File: config.mk
export PLATFORM = sky130hd
export DESIGN_NAME = freq_meas_sequencer
export DESIGN_NICKNAME = d
export VERILOG_FILES = /design/src/rtl/freq_meas_pkg.sv /design/src/rtl/bin2bcd_iter.sv /design/src/rtl/freq_meas_sequencer.sv
export SDC_FILE = /design/constraint.sdc
export NUM_CORES = 1
export LEC_CHECK = 0
export CORE_ASPECT_RATIO = 1.25
export CORE_UTILIZATION = 58
export CTS_BUF_LIST = sky130_fd_sc_hd__clkbuf_4 sky130_fd_sc_hd__clkbuf_8
export CTS_CLUSTER_DIAMETER = 30
export DETAILED_ROUTE_END_ITERATION = 16
export PLACE_DENSITY = 0.82
export SLEW_MARGIN = 25
export SYNTH_ARGS = -nofsm -noshare
export SYNTH_HDL_FRONTEND = slang
export SYNTH_SLANG_ARGS = --single-unit
File: constraint.sdc
create_clock -name clk -period 2.8 [get_ports clk]
set_input_delay 0.56 -clock clk [delete_from_list [all_inputs] [get_ports clk]]
set_output_delay 0.56 -clock clk [all_outputs]
set_load 0.05 [all_outputs]
File: src/rtl/freq_meas_pkg.sv
// Shared types and constants for the frequency-counter measurement sequencer.
package freq_meas_pkg;

  typedef enum logic [2:0] {
    IDLE,
    CLEAR,
    GATE,
    SAMPLE,
    CONVERT,
    PUBLISH
  } state_e;

  localparam int          BCD_MAX        = 99;
  localparam logic [15:0] DEFAULT_PERIOD = 16'd1000;

endpackage

File: src/rtl/bin2bcd_iter.sv
// Iterative subtract-by-10 binary to two-digit BCD converter.
// Loads on start_i; done_o is high in the cycle where the remainder drops below ten.
module bin2bcd_iter #(
  parameter int W = 7
) (
  input  logic         clk,
  input  logic         reset_n,
  input  logic         start_i,
  input  logic [W-1:0] value_i,
  output logic         done_o,
  output logic [3:0]   tens_o,
  output logic [3:0]   units_o
);

  logic [W-1:0] work_q;
  logic [3:0]   tens_q;
  logic         active_q;
  logic         ge_ten;

  assign ge_ten = (work_q >= W'(10));

  always_ff @(posedge clk or negedge reset_n) begin
    if (!reset_n) begin
      work_q   <= '0;
      tens_q   <= '0;
      active_q <= 1'b0;
    end else if (start_i) begin
      work_q   <= value_i;
      tens_q   <= '0;
      active_q <= 1'b1;
    end else if (active_q) begin
      if (ge_ten) begin
        work_q <= work_q - W'(10);
        tens_q <= tens_q + 4'd1;
      end else begin
        active_q <= 1'b0;
      end
    end
  end

  // Remainder is the units digit once fewer than ten are left.
  assign done_o  = active_q & ~ge_ten;
  assign tens_o  = tens_q;
  assign units_o = work_q[3:0];

endmodule

File: src/rtl/freq_meas_sequencer.sv
// Gate-window sequencer: clears and gates the external edge counter, freezes the
// count, converts it to BCD and publishes the digits with a one-cycle strobe.
module freq_meas_sequencer #(
  parameter int                   COUNT_W        = 7,
  parameter int                   PERIOD_W       = 16,
  parameter logic [PERIOD_W-1:0]  DEFAULT_PERIOD = PERIOD_W'(freq_meas_pkg::DEFAULT_PERIOD)
) (
  input  logic                clk,
  input  logic                reset_n,
  input  logic                enable,
  input  logic                period_load,
  input  logic [PERIOD_W-1:0] period_in,
  input  logic [COUNT_W-1:0]  edge_count,
  output logic                counter_clr,
  output logic                counter_en,
  output logic [3:0]          tens,
  output logic [3:0]          units,
  output logic                overflow,
  output logic                result_valid,
  output logic                busy
);
  import freq_meas_pkg::*;

  state_e               state_q, state_d;
  logic [PERIOD_W-1:0]  period_q;
  logic [PERIOD_W-1:0]  win_len_q;
  logic [PERIOD_W-1:0]  win_cnt_q;
  logic                 ovf_acc_q;
  logic [3:0]           tens_q, units_q;
  logic                 overflow_q;
  logic                 valid_q;

  logic                 win_last;
  logic                 sample_ovf;
  logic [COUNT_W-1:0]   sample_val;
  logic                 conv_done;
  logic [3:0]           conv_tens, conv_units;

  assign win_last   = (win_cnt_q == win_len_q - PERIOD_W'(1));
  assign sample_ovf = (edge_count > COUNT_W'(BCD_MAX));
  assign sample_val = sample_ovf ? COUNT_W'(BCD_MAX) : edge_count;

  bin2bcd_iter #(.W(COUNT_W)) u_bin2bcd (
    .clk     (clk),
    .reset_n (reset_n),
    .start_i (state_q == SAMPLE),
    .value_i (sample_val),
    .done_o  (conv_done),
    .tens_o  (conv_tens),
    .units_o (conv_units)
  );

  always_ff @(posedge clk or negedge reset_n) begin
    if (!reset_n) begin
      state_q <= IDLE;
    end else begin
      state_q <= state_d;
    end
  end

  always_comb begin
    state_d     = state_q;
    counter_clr = 1'b0;
    counter_en  = 1'b0;
    busy        = (state_q != IDLE);
    case (state_q)
      IDLE:    if (enable) state_d = CLEAR;
      CLEAR: begin
        counter_clr = 1'b1;
        state_d     = GATE;
      end
      GATE: begin
        counter_en = 1'b1;
        if (win_last) state_d = SAMPLE;
      end
      SAMPLE:  state_d = CONVERT;
      CONVERT: if (conv_done) state_d = PUBLISH;
      PUBLISH: state_d = enable ? CLEAR : IDLE;
      default: state_d = IDLE;
    endcase
  end

  // Window length is frozen in CLEAR so a reload only affects the next window.
  always_ff @(posedge clk or negedge reset_n) begin
    if (!reset_n) begin
      period_q   <= DEFAULT_PERIOD;
      win_len_q  <= PERIOD_W'(1);
      win_cnt_q  <= '0;
      ovf_acc_q  <= 1'b0;
      tens_q     <= '0;
      units_q    <= '0;
      overflow_q <= 1'b0;
      valid_q    <= 1'b0;
    end else begin
      valid_q <= 1'b0;
      if (period_load) begin
        period_q <= (period_in == '0) ? PERIOD_W'(1) : period_in;
      end
      case (state_q)
        CLEAR: begin
          win_len_q <= period_q;
          win_cnt_q <= '0;
        end
        GATE:    win_cnt_q <= win_cnt_q + PERIOD_W'(1);
        SAMPLE:  ovf_acc_q <= sample_ovf;
        CONVERT: begin
          if (conv_done) begin
            tens_q     <= conv_tens;
            units_q    <= conv_units;
            overflow_q <= ovf_acc_q;
            valid_q    <= 1'b1;
          end
        end
        default: ;
      endcase
    end
  end

  assign tens         = tens_q;
  assign units        = units_q;
  assign overflow     = overflow_q;
  assign result_valid = valid_q;

endmodule

== Word-level counts from Yosys, hierarchy flattened ==
Index checks and enable logic that the tools add are counted.

* Add/subtract/negate cells: 4
* $lt $le $gt $ge: 2
* Equal/unequal tests: 9
* Multiplexer cells: 21
* Bitwise logic cells: 2
* Reductions and logical operators: 9

{| class="wikitable"
|+ Operators by type and width
! cell !! count
|-
| $pmux W16 S2 || 1
|-
| $mux W7 || 4
|-
| $pmux W3 S6 || 1
|-
| $add A16 B1 Y16 const B || 1
|-
| $eq A16 B16 Y1 || 1
|-
| $logic_not A16 Y1 || 1
|-
| $mux W16 || 1
|-
| $sub A16 B1 Y16 const B || 1
|-
| $mux W4 || 3
|-
| $mux W3 || 3
|-
| $mux W1 || 8
|-
| $ge A7 B4 Y1 const B || 1
|-
| $gt A7 B7 Y1 const B || 1
|-
| $sub A7 B4 Y7 const B || 1
|-
| $eq A3 B2 Y1 const B || 2
|-
| $eq A3 B3 Y1 const B || 2
|-
| $ne A2 B2 Y1 const B || 3
|-
| $reduce_bool A2 Y1 || 3
|-
| $add A4 B1 Y4 const B || 1
|-
| $reduce_and A2 Y1 || 2
|-
| $eq A3 B1 Y1 const B || 1
|-
| $logic_not A3 Y1 || 1
|-
| $reduce_and A3 Y1 || 1
|-
| $reduce_bool A3 Y1 || 1
|-
| 2 further kinds || 2
|}

* Register bits after elaboration: 74
* Input port bits: 27
* Output and inout bits: 13
* Word-level logic and storage cells: 59

== Longest topological paths before layout ==
Gate-level depths: netlist (run 1).

* Word-level depth: 5
* Depth in mapped cells: 8
* Gate-level depth less buffers: 8

== Cells and area by module ==
Synthesis (run 1) repeated with hierarchy kept, for this count alone.

* Cells, all modules: 384
* Area total of the unflattened synthesis: 3,873.7 µm²

{| class="wikitable"
|+ Modules (own cells, without submodules)
! module !! times used !! cells each !! area each (µm²) !! sequential area each (µm²)
|-
| freq_meas_sequencer || 1 || 311 || 3,168.0 || 1,560.2
|-
| bin2bcd_iter || 1 || 73 || 705.7 || 300.3
|}

== Least setup slack after synthesis (run 1) ==
Ideal clock, no wire load.

* Path type: reg2out
* From: reg state_q[1]
* To: out counter_clr
* Arrival time: 1,664 ps
* Data required time: 2,240 ps
* Setup slack: 576 ps
* Cell stages (with the launch flop): 6
* Buffers on the path: 2
* Path through: dfrtp_1 nand2b_1 or2_2 clkbuf_1 inv_1 clkbuf_1

* Cells in the longest elaborated chain, start to end: 2

{| class="wikitable"
|+ RTL lines
! item !! RTL line !! RTL
|-
| start: declaration || freq_meas_sequencer.sv:24 || <nowiki>state_e state_q, state_d;</nowiki>
|-
| start signal: assignment || freq_meas_sequencer.sv:57 || <nowiki>state_q <= state_d;</nowiki>
|-
| $eq A3 B1 Y1 || freq_meas_sequencer.sv:66 || <nowiki>case (state_q)</nowiki>
|-
| $mux W1 || freq_meas_sequencer.sv:66 ||
|-
| end: declaration || freq_meas_sequencer.sv:14 || <nowiki>output logic counter_clr,</nowiki>
|}

Every way passes these cells.

== Worst setup path in the final report (run 1) ==
* From: reg state_q[2]
* To: out counter_en

* Cells in the longest elaborated chain, start to end: 2

{| class="wikitable"
|+ RTL lines
! item !! RTL line !! RTL
|-
| $eq A3 B2 Y1 || freq_meas_sequencer.sv:66 ||
|-
| $mux W1 || freq_meas_sequencer.sv:66 ||
|-
| end: declaration || freq_meas_sequencer.sv:15 || <nowiki>output logic counter_en,</nowiki>
|}

Every way passes these cells.

==> flow_summary.json, run 1 <==
{
  "finalClockSkew_ns": 0.00730,
  "dp_hpwl_um": 5440,
  "fillCellCount": 494,
  "ys_ff_latch": 74,
  "drc": 0,
  "wl_um": 7490,
  "status": "finished, final reports clean",
  "syn_inst": 390,
  "dpl.cell_count": 506,
  "final-hold-violation-count": 0,
  "htreeDepth": 3,
  "portBuffers": 39,
  "cp-start-kind": "flop",
  "setup_violations": 0,
  "slowest_stage": "clkdlybuf4s50_1",
  "power_density_nw_per_um2": 988,
  "min_period_ns": 2.59,
  "yosysSeqAreaShare_pct": 50.3,
  "required_ns": 2.24,
  "cp-end-kind": "primary output",
  "wl_per_cell_um": 14.3,
  "p_leak_nw": 1.93,
  "grt_max_degree": 75,
  "grt_overflow_total": 0,
  "rows": 32,
  "insertion_delay_ns": 0.35,
  "holdWs_ns": 0.209,
  "postCtsSetupBuffers": 0,
  "max_cap_violations": 0,
  "cts_tree": "done",
  "fin_util_pct": 70.9,
  "maxSlewViolCount": 0,
  "fmax_ghz": 0.386,
  "clk_path_buf_depth": 2,
  "drtIter0Drc": 202,
  "critPathKind": "reg2out",
  "synth_warnings": 0,
  "antenna_found_initial": 0,
  "ir_drop_v": 0.000546,
  "synth_nets": 421,
  "setup_tns_ns": 0,
  "rsz0062_at_grt": "false",
  "slowest_delay_ns": 0.80,
  "relSlewSlack_pct": 39.1,
  "fp.dieH_um": 91.3,
  "root_buffer": "clkbuf_8",
  "dieArea_sq_um": 6700,
  "cts_resized": 0,
  "area_growth_pct": 18.2,
  "cts.sinks": 74,
  "total_power_mw": 4.32,
  "viasPerCell": 5.69,
  "num_io_pins": 40,
  "synth_edf_count": 0,
  "path_buf_inv": 2,
  "instances_no_fill": 522,
  "netlist_area_sq_um": 3700,
  "worstPathArrival_ns": 2.03,
  "die_w_um": 73.4,
  "tightest_slew_ns": 0.910,
  "core_sq_um": 6170,
  "cts_buffers": 9,
  "ys_async_sr_fraction_pct": 100,
  "grt_pass1_wl_um": 13100,
  "diodes": 0,
  "min_period_over_period_pct": 92.5,
  "synth_cell_types": 51,
  "synth_flop_cell": "dfrtp_1",
  "hold_buffers": 0,
  "gp_congestion": 0.894,
  "crit_fanout": 9,
  "initial_core_util_pct": 60.0,
  "path_clk_slew_ns": 0.07,
  "hold_path.class": "in2async",
  "crit_family": "buffers and inverters",
  "ant_nets": 0,
  "nets": 463,
  "drt-pass1-iter-count": 4,
  "grtUsageTotal_pct": 25.6,
  "num_vias": 2969,
  "syn_area_per_cell_sq_um": 9.49,
  "grt_pass1_vias": 2903,
  "layout-drive-gt1-share_pct": 12.4,
  "crit_chain": "nor2_1 -> nand2_1 -> clkinv_1 -> clkdlybuf4s50_1"
}
[logic make-up (layout without fill, tap and decap cells)]
family          count (synthesis)  count (layout)  synth area share [%]
fa+ha+maj                       4               4                  1.35
simple gates                  184             184                  23.3
buf+inv                        23              70                  2.54
compound gates                 58              58                  10.2
xor+xnor                       25              25                  5.92
flops                          74              74                  50.3
mux                            22              22                  6.46
[cells in the mapped netlist, types with 2 or more instances]
cell,n,share of area (%)
nor3_1,10,1.4
nand2b_1,2,0.34
xnor2_1,13,3.1
nand3_1,14,1.9
nor2_1,25,2.5
o31ai_1,3,0.61
or3_1,3,0.51
o211ai_1,3,0.61
nor4b_1,3,0.71
clkbuf_1,13,1.3
mux2_2,15,4.6
dfrtp_1,67,45
nor3b_1,2,0.41
nor4_1,5,0.85
inv_1,8,0.81
nand4_1,4,0.68
o21ai_0,28,3.8
a41oi_1,2,0.47
or2_2,3,0.51
nand2_1,102,10
a211oi_1,2,0.41
ha_1,4,1.4
dfstp_2,7,5.0
mux2i_1,7,1.9
xor2_1,12,2.8
a21oi_1,7,0.95
or4_1,2,0.41
[state kept, by name, indices dropped and copies added (netlist names)]
| register | cells |
|---|---|
| overflow | 1 |
| win_cnt_q | 16 |
| state_q | 3 |
| u_bin2bcd.active_q | 1 |
| period_q | 16 |
| u_bin2bcd.work_q | 7 |
| tens | 4 |
| units | 4 |
| win_len_q | 16 |
| result_valid | 1 |
| u_bin2bcd.tens_o | 4 |
| ovf_acc_q | 1 |
[through the flow]
stage | cell area [sq um] | setup WS, ns
after floorplan | 3700 | 0.576
after global placement | 4200 | 0.525
after detailed placement | 4200 | 0.460
after CTS | 4370 | 0.213
after global routing | 4370 | 0.0610
final | 4370 | 0.210
[power by group]
part           internal [mW]  switching, mW  total [mW]
Sequential              1.39          0.360        1.75
Clock                  0.351          0.382       0.733
Combinational          0.748           1.09        1.84
Total                   2.49           1.83        4.32
[routing by layer]
metal	vias to the layer above	wire length, um	GRT usage (%)
met5	-	0	0
met4	0	240	11.1
met3	20	300	5.99
met2	85	3920	44.0
met1	1429	3030	29.9
li1	1435	-	-
[final cells by class]
type | instances | area [sq um] | area share (%)
sequential | 74 | 1860 | 42.5
multi-input combinational | 293 | 1750 | 39.9
timing repair buffer | 45 | 453 | 10.4
clock buffer | 11 | 145 | 3.32
tap | 85 | 106 | 2.43
inverter | 9 | 33.8 | 0.772
clock inverter | 5 | 30.0 | 0.686
[cells in the final DEF, fill, tap and decap left out, types with 4 or more instances in the layout]
| master | netlist | final |
|---|---|---|
| nand2_1 | 102 | 102 |
| dfrtp_1 | 67 | 67 |
| clkdlybuf4s50_1 | 0 | 37 |
| o21ai_0 | 28 | 28 |
| nor2_1 | 25 | 25 |
| mux2_2 | 15 | 15 |
| nand3_1 | 14 | 14 |
| xnor2_1 | 13 | 13 |
| xor2_1 | 12 | 12 |
| nor3_1 | 10 | 10 |
| clkbuf_8 | 0 | 10 |
| inv_1 | 8 | 8 |
| mux2i_1 | 7 | 7 |
| a21oi_1 | 7 | 7 |
| dfstp_2 | 7 | 7 |
| nor4_1 | 5 | 5 |
| buf_4 | 0 | 5 |
| nand4_1 | 4 | 4 |
| ha_1 | 4 | 4 |
[worst paths after layout]
check / start / slack, ns / depth (start not counted) / to
worst max-delay path: state_q[2] / 0.21 / 4 / counter_en
worst min-delay path: reset_n / 0.21 / 2 / u_bin2bcd.work_q[3]
worst max register to register: win_len_q[1] / 0.39 / 8 / state_q[0]
worst min register to register: units[3] / 0.46 / 2 / units[3]
max in group asynchronous: reset_n / 2.22 / 2 / period_q[8]
min in group clk: units[3] / 0.46 / 2 / units[3]
(Power assumes the default switching activity.)
==> inputs of run 2 (changes only) <==
CORE_UTILIZATION = 40   (was 58)
PLACE_DENSITY = unset   (was 0.82)
SKIP_LAST_GASP = 1   (was unset)
==> run 2 against run 1 <==
Net effect: setup slack lost 0.015 ns; die area grew 44%; core utilization shrank 21 points; cell area grew 1.5%; register-to-register slack gained 0.05 ns; highest routed layer unchanged.
==> flow_summary.json, run 2 (same netlist as run 1, synthesis figures left out) <==
{
  "status": "finished, final reports clean",
  "cp-end-kind": "primary output",
  "largest_registers": "period_q: 16 flops, win_cnt_q: 16 flops, win_len_q: 16 flops",
  "viasPerCell": 5.11,
  "insertion_delay_ns": 0.36,
  "slowest_delay_ns": 0.80,
  "drtIter0Drc": 78,
  "die_w_um": 88.0,
  "cts_resized": 0,
  "layout-drive-gt1-share_pct": 12.6,
  "ir_drop_v": 0.000425,
  "postLayoutCellArea_sq_um": 4440,
  "place_area_sq_um": 4240,
  "critPathKind": "reg2out",
  "min_period_ns": 2.61,
  "cp-start-kind": "flop",
  "final-hold-violation-count": 0,
  "ant_nets": 0,
  "hold_buffers": 0,
  "setup_violations": 0,
  "maxSlewViolCount": 0,
  "tightest_slew_ns": 0.740,
  "htreeDepth": 3,
  "dpl.cell_count": 542,
  "initial_core_util_pct": 41.8,
  "clk_path_buf_depth": 2,
  "crit_chain": "nor2_1 -> nand2_1 -> clkinv_1 -> clkdlybuf4s50_1",
  "route.met3.wl_um": 237,
  "finalClockSkew_ns": 0.00878,
  "dp_hpwl_um": 5660,
  "grt_pass1_vias": 2892,
  "cts_tree": "done",
  "min_period_over_period_pct": 93.0,
  "setup_tns_ns": 0,
  "postCtsSetupBuffers": 0,
  "diodes": 0,
  "core_sq_um": 8840,
  "root_buffer": "clkbuf_8",
  "antenna_found_initial": 0,
  "portBuffers": 39,
  "dieArea_sq_um": 9640,
  "grtUsageTotal_pct": 18.5,
  "grt_pass1_wl_um": 13400,
  "drt-pass1-iter-count": 4,
  "instances_no_fill": 558,
  "fmax_ghz": 0.384,
  "wl_met1_um": 3210,
  "cts_buffers": 9,
  "drc": 0,
  "slowest_stage": "clkdlybuf4s50_1",
  "cts.sinks": 74,
  "rsz0062_at_grt": "false",
  "worstPathArrival_ns": 2.05,
  "max_cap_violations": 0,
  "routed-wl-met2_um": 3960,
  "gp_congestion": 0.831,
  "grt_overflow_total": 0,
  "hold_path.class": "in2async",
  "fp.dieH_um": 110,
  "fin_util_pct": 50.2,
  "crit_fanout": 9,
  "reg2regPathDepth": 8,
  "grt_max_degree": 28,
  "final_cell_mix": "nand2_1, dfrtp_1, clkdlybuf4s50_1",
  "wl_per_cell_um": 13.6,
  "relSlewSlack_pct": 50.6,
  "num_io_pins": 40,
  "rows": 38,
  "nets": 464,
  "fillCellCount": 885,
  "final_common_cell": "nand2_1",
  "p_leak_nw": 1.94,
  "num_vias": 2849,
  "top_layer": "met4",
  "path_clk_slew_ns": 0.08,
  "wl_um": 7610,
  "power_density_nw_per_um2": 991,
  "required_ns": 2.24,
  "area_growth_pct": 20.1
}
run 2: per-layer routing:
metal | track usage (%) | vias up
met3 | 3.83 | 14
met1 | 20.2 | 1351
met5 | 0 | -
met2 | 33.4 | 52
li1 | - | 1432
met4 | 9.68 | 0
run 2: critical path: cells and delay by family (launching register included):
family / cells / cell delay, ns
flops: 1 / 0.46
buf+inv: 2 / 0.91
simple gates: 2 / 0.32
run 2: through the flow:
stage,total power [mW],hold WS (ns),setup WS (ns)
CTS,4.46,0.209,0.157
finish,4.40,0.207,0.195
global placement,3.55,0.449,0.505
floorplan,3.04,0.264,0.576
detailed placement,3.58,0.455,0.461
global route,4.77,0.232,0.0293
run 2: cell type report:
class	count	area, sq um	share of cell area (%)
sequential	74	1860	41.9
inverter	9	33.8	0.761
tap	120	150	3.38
multi-input combinational	293	1750	39.3
timing repair buffer	46	448	10.1
clock buffer	11	151	3.41
clock inverter	5	52.6	1.18
run 2: power breakdown:
group          switching, mW  internal (mW)  total, mW  leakage (nW)
clock network          0.402          0.455      0.858         0.105
logic                   1.05          0.742       1.80         0.905
registers              0.358           1.39       1.75         0.934
total                   1.81           2.59       4.40          1.94
run 2: final timing paths:
kind	startpoint	to	slack [ns]
setup / recovery	state_q[2]	counter_en	0.19
min in group clk	period_q[11]	win_len_q[11]	0.46
hold reg to reg	period_q[11]	win_len_q[11]	0.46
setup reg to reg	win_len_q[1]	state_q[0]	0.44
hold / removal	reset_n	units[1]	0.21
max in group asynchronous	reset_n	period_q[9]	1.78
==> inputs of run 3 (changes only) <==
CORE_UTILIZATION = 30   (was 40)
REMOVE_ABC_BUFFERS = 1   (was unset)
==> run 3 against run 2 <==
Net effect: cell area increased by 2.1%; critical path depth decreased by 2; worst hold slack better by 0.0088 ns; power up 3.6%; via count grew 0.70%; fmax rose by 3.7%; core utilization is 13 points lower; sequential share of layout area decreased by 0.88 points; critical path type unchanged; largest cell class unchanged; largest power group unchanged.
==> flow_summary.json, run 3 (same netlist as run 1, synthesis figures left out) <==
{
  "gp_congestion": 0.786,
  "nets": 463,
  "worstPathArrival_ns": 1.95,
  "holdWs_ns": 0.216,
  "initial_core_util_pct": 30.6,
  "ff2ff_setup_slack_ns": 0.40,
  "largest_registers": "period_q: 16 flops, win_cnt_q: 16 flops, win_len_q: 16 flops",
  "worstReg2RegEnd": "state_q[0]",
  "die_w_um": 101,
  "dp_hpwl_um": 5640,
  "fp.dieH_um": 126,
  "viasPerCell": 4.77,
  "postCtsSetupBuffers": 0,
  "postLayoutCellArea_sq_um": 4540,
  "required_ns": 2.24,
  "diodes": 0,
  "layout-drive-gt1-share_pct": 12.4,
  "drc": 0,
  "rr_startpoint": "win_len_q[1]",
  "tightest_slew_ns": 0.763,
  "relSlewSlack_pct": 49.0,
  "core_sq_um": 12100,
  "dpl.cell_count": 585,
  "place_area_sq_um": 4300,
  "ir_drop_v": 0.000440,
  "max_cap_violations": 0,
  "grtUsageTotal_pct": 13.4,
  "final_cell_mix": "nand2_1, dfrtp_1, clkdlybuf4s50_1",
  "rows": 45,
  "path_clk_slew_ns": 0.08,
  "grt_pass1_wl_um": 13600,
  "drt-pass1-iter-count": 4,
  "p_sw_mw": 1.83,
  "wl_um": 7800,
  "min_period_ns": 2.51,
  "antenna_found_initial": 0,
  "top_layer": "met4",
  "seqPwrFrac_pct": 38.4,
  "clk_path_buf_depth": 2,
  "crit_fanout": 9,
  "final_common_cell": "nand2_1",
  "area_growth_pct": 22.6,
  "cts_tree": "done",
  "num_vias": 2869,
  "setup_violations": 0,
  "routed-wl-met2_um": 3800,
  "ant_nets": 0,
  "hold_path.class": "in2async",
  "cts.sinks": 74,
  "instances_no_fill": 601,
  "dieArea_sq_um": 12800,
  "reg2regPathDepth": 8,
  "p_leak_nw": 1.98,
  "p_clk_share_pct": 21.8,
  "switching_share_pct": 40.1,
  "insertion_delay_ns": 0.35,
  "portBuffers": 39,
  "maxSlewViolCount": 0,
  "wl_per_cell_um": 13.0,
  "grt_overflow_total": 0,
  "num_io_pins": 40,
  "drtIter0Drc": 124,
  "final-hold-violation-count": 0,
  "status": "finished, final reports clean",
  "finalClockSkew_ns": 0.0109,
  "root_buffer": "clkbuf_8",
  "cp-start-kind": "flop",
  "critPathKind": "reg2out",
  "fmax_ghz": 0.398,
  "htreeDepth": 3,
  "wl_met1_um": 3640,
  "grt_max_degree": 75,
  "comb_power_share_pct": 39.8,
  "min_period_over_period_pct": 89.7,
  "route.met3.wl_um": 243,
  "internal-power_mw": 2.73,
  "cts_buffers": 9,
  "grt_pass1_vias": 2856,
  "power_density_nw_per_um2": 1010,
  "rsz0062_at_grt": "false",
  "setup_tns_ns": 0,
  "cp-end-kind": "primary output"
}
[run 3: cell count changes in the layout (fill, tap and decap cells not counted)]
cell             previous run  this run
clkdlybuf4s50_1            37        36
buf_4                       7         5
clkinvlp_4                  1         0
dlymetal6s2s_1              0         1
buf_12                      1         2
clkbuf_4                    0         1
bufinv_16                   1         3
clkbuf_8                   11         9
[run 3: repair_timing]
action	4_1_cts	5_1_grt
resized for setup	0	1
endpoints found under the setup margin	0	1
hold buffers	0	0
[run 3: per-stage QoR]
stage / setup slack, ns / util, % / total power [mW]
detailed placement: 0.442 / 35.5 / 3.59
global placement: 0.520 / 35.5 / 3.54
CTS: 0.168 / 37.5 / 4.60
floorplan: 0.583 / - / 2.99
global route: 0.0777 / 37.5 / 4.92
finish: 0.287 / 37.5 / 4.56
[run 3: worst max path at each step]
stage	startpoint	end	slack [ns]	depth (start not counted)
floorplan	state_q[1]	win_cnt_q[2]	0.58	6
global placement	win_len_q[1]	state_q[0]	0.52	8
detailed placement	win_len_q[1]	state_q[0]	0.44	8
CTS	state_q[2]	counter_en	0.17	4
global route	win_len_q[1]	state_q[0]	0.08	8
finish	state_q[2]	busy	0.29	2
[run 3: final cells by class]
type	count	area, sq um
timing repair buffer	45	455
clock buffer	10	131
multi-input combinational	293	1750
sequential	74	1860
clock inverter	6	105
fill	1225	7570
tap	164	205
inverter	9	33.8
[run 3: critical path: stages (launching register included)]
cell and delay (ns):
dfrtp_1 0.46, or3_1 0.43, clkdlybuf4s50_1 0.72
[run 3: power groups by stage]
| stage | sequential [mW] | clock, mW | combinational [mW] |
|---|---|---|---|
| floorplan | 1.81 | 0 | 1.18 |
| global route | 1.81 | 1.06 | 2.05 |
| CTS | 1.75 | 1.02 | 1.83 |
| finish | 1.75 | 0.997 | 1.82 |
| global placement | 1.75 | 0 | 1.79 |
| detailed placement | 1.77 | 0 | 1.82 |
[run 3: routing by layer]
layer | GRT usage, % | vias up
met4 | 5.71 | 0
met5 | 0 | -
met3 | 2.28 | 10
met2 | 22.7 | 57
met1 | 16.6 | 1367
li1 | - | 1435
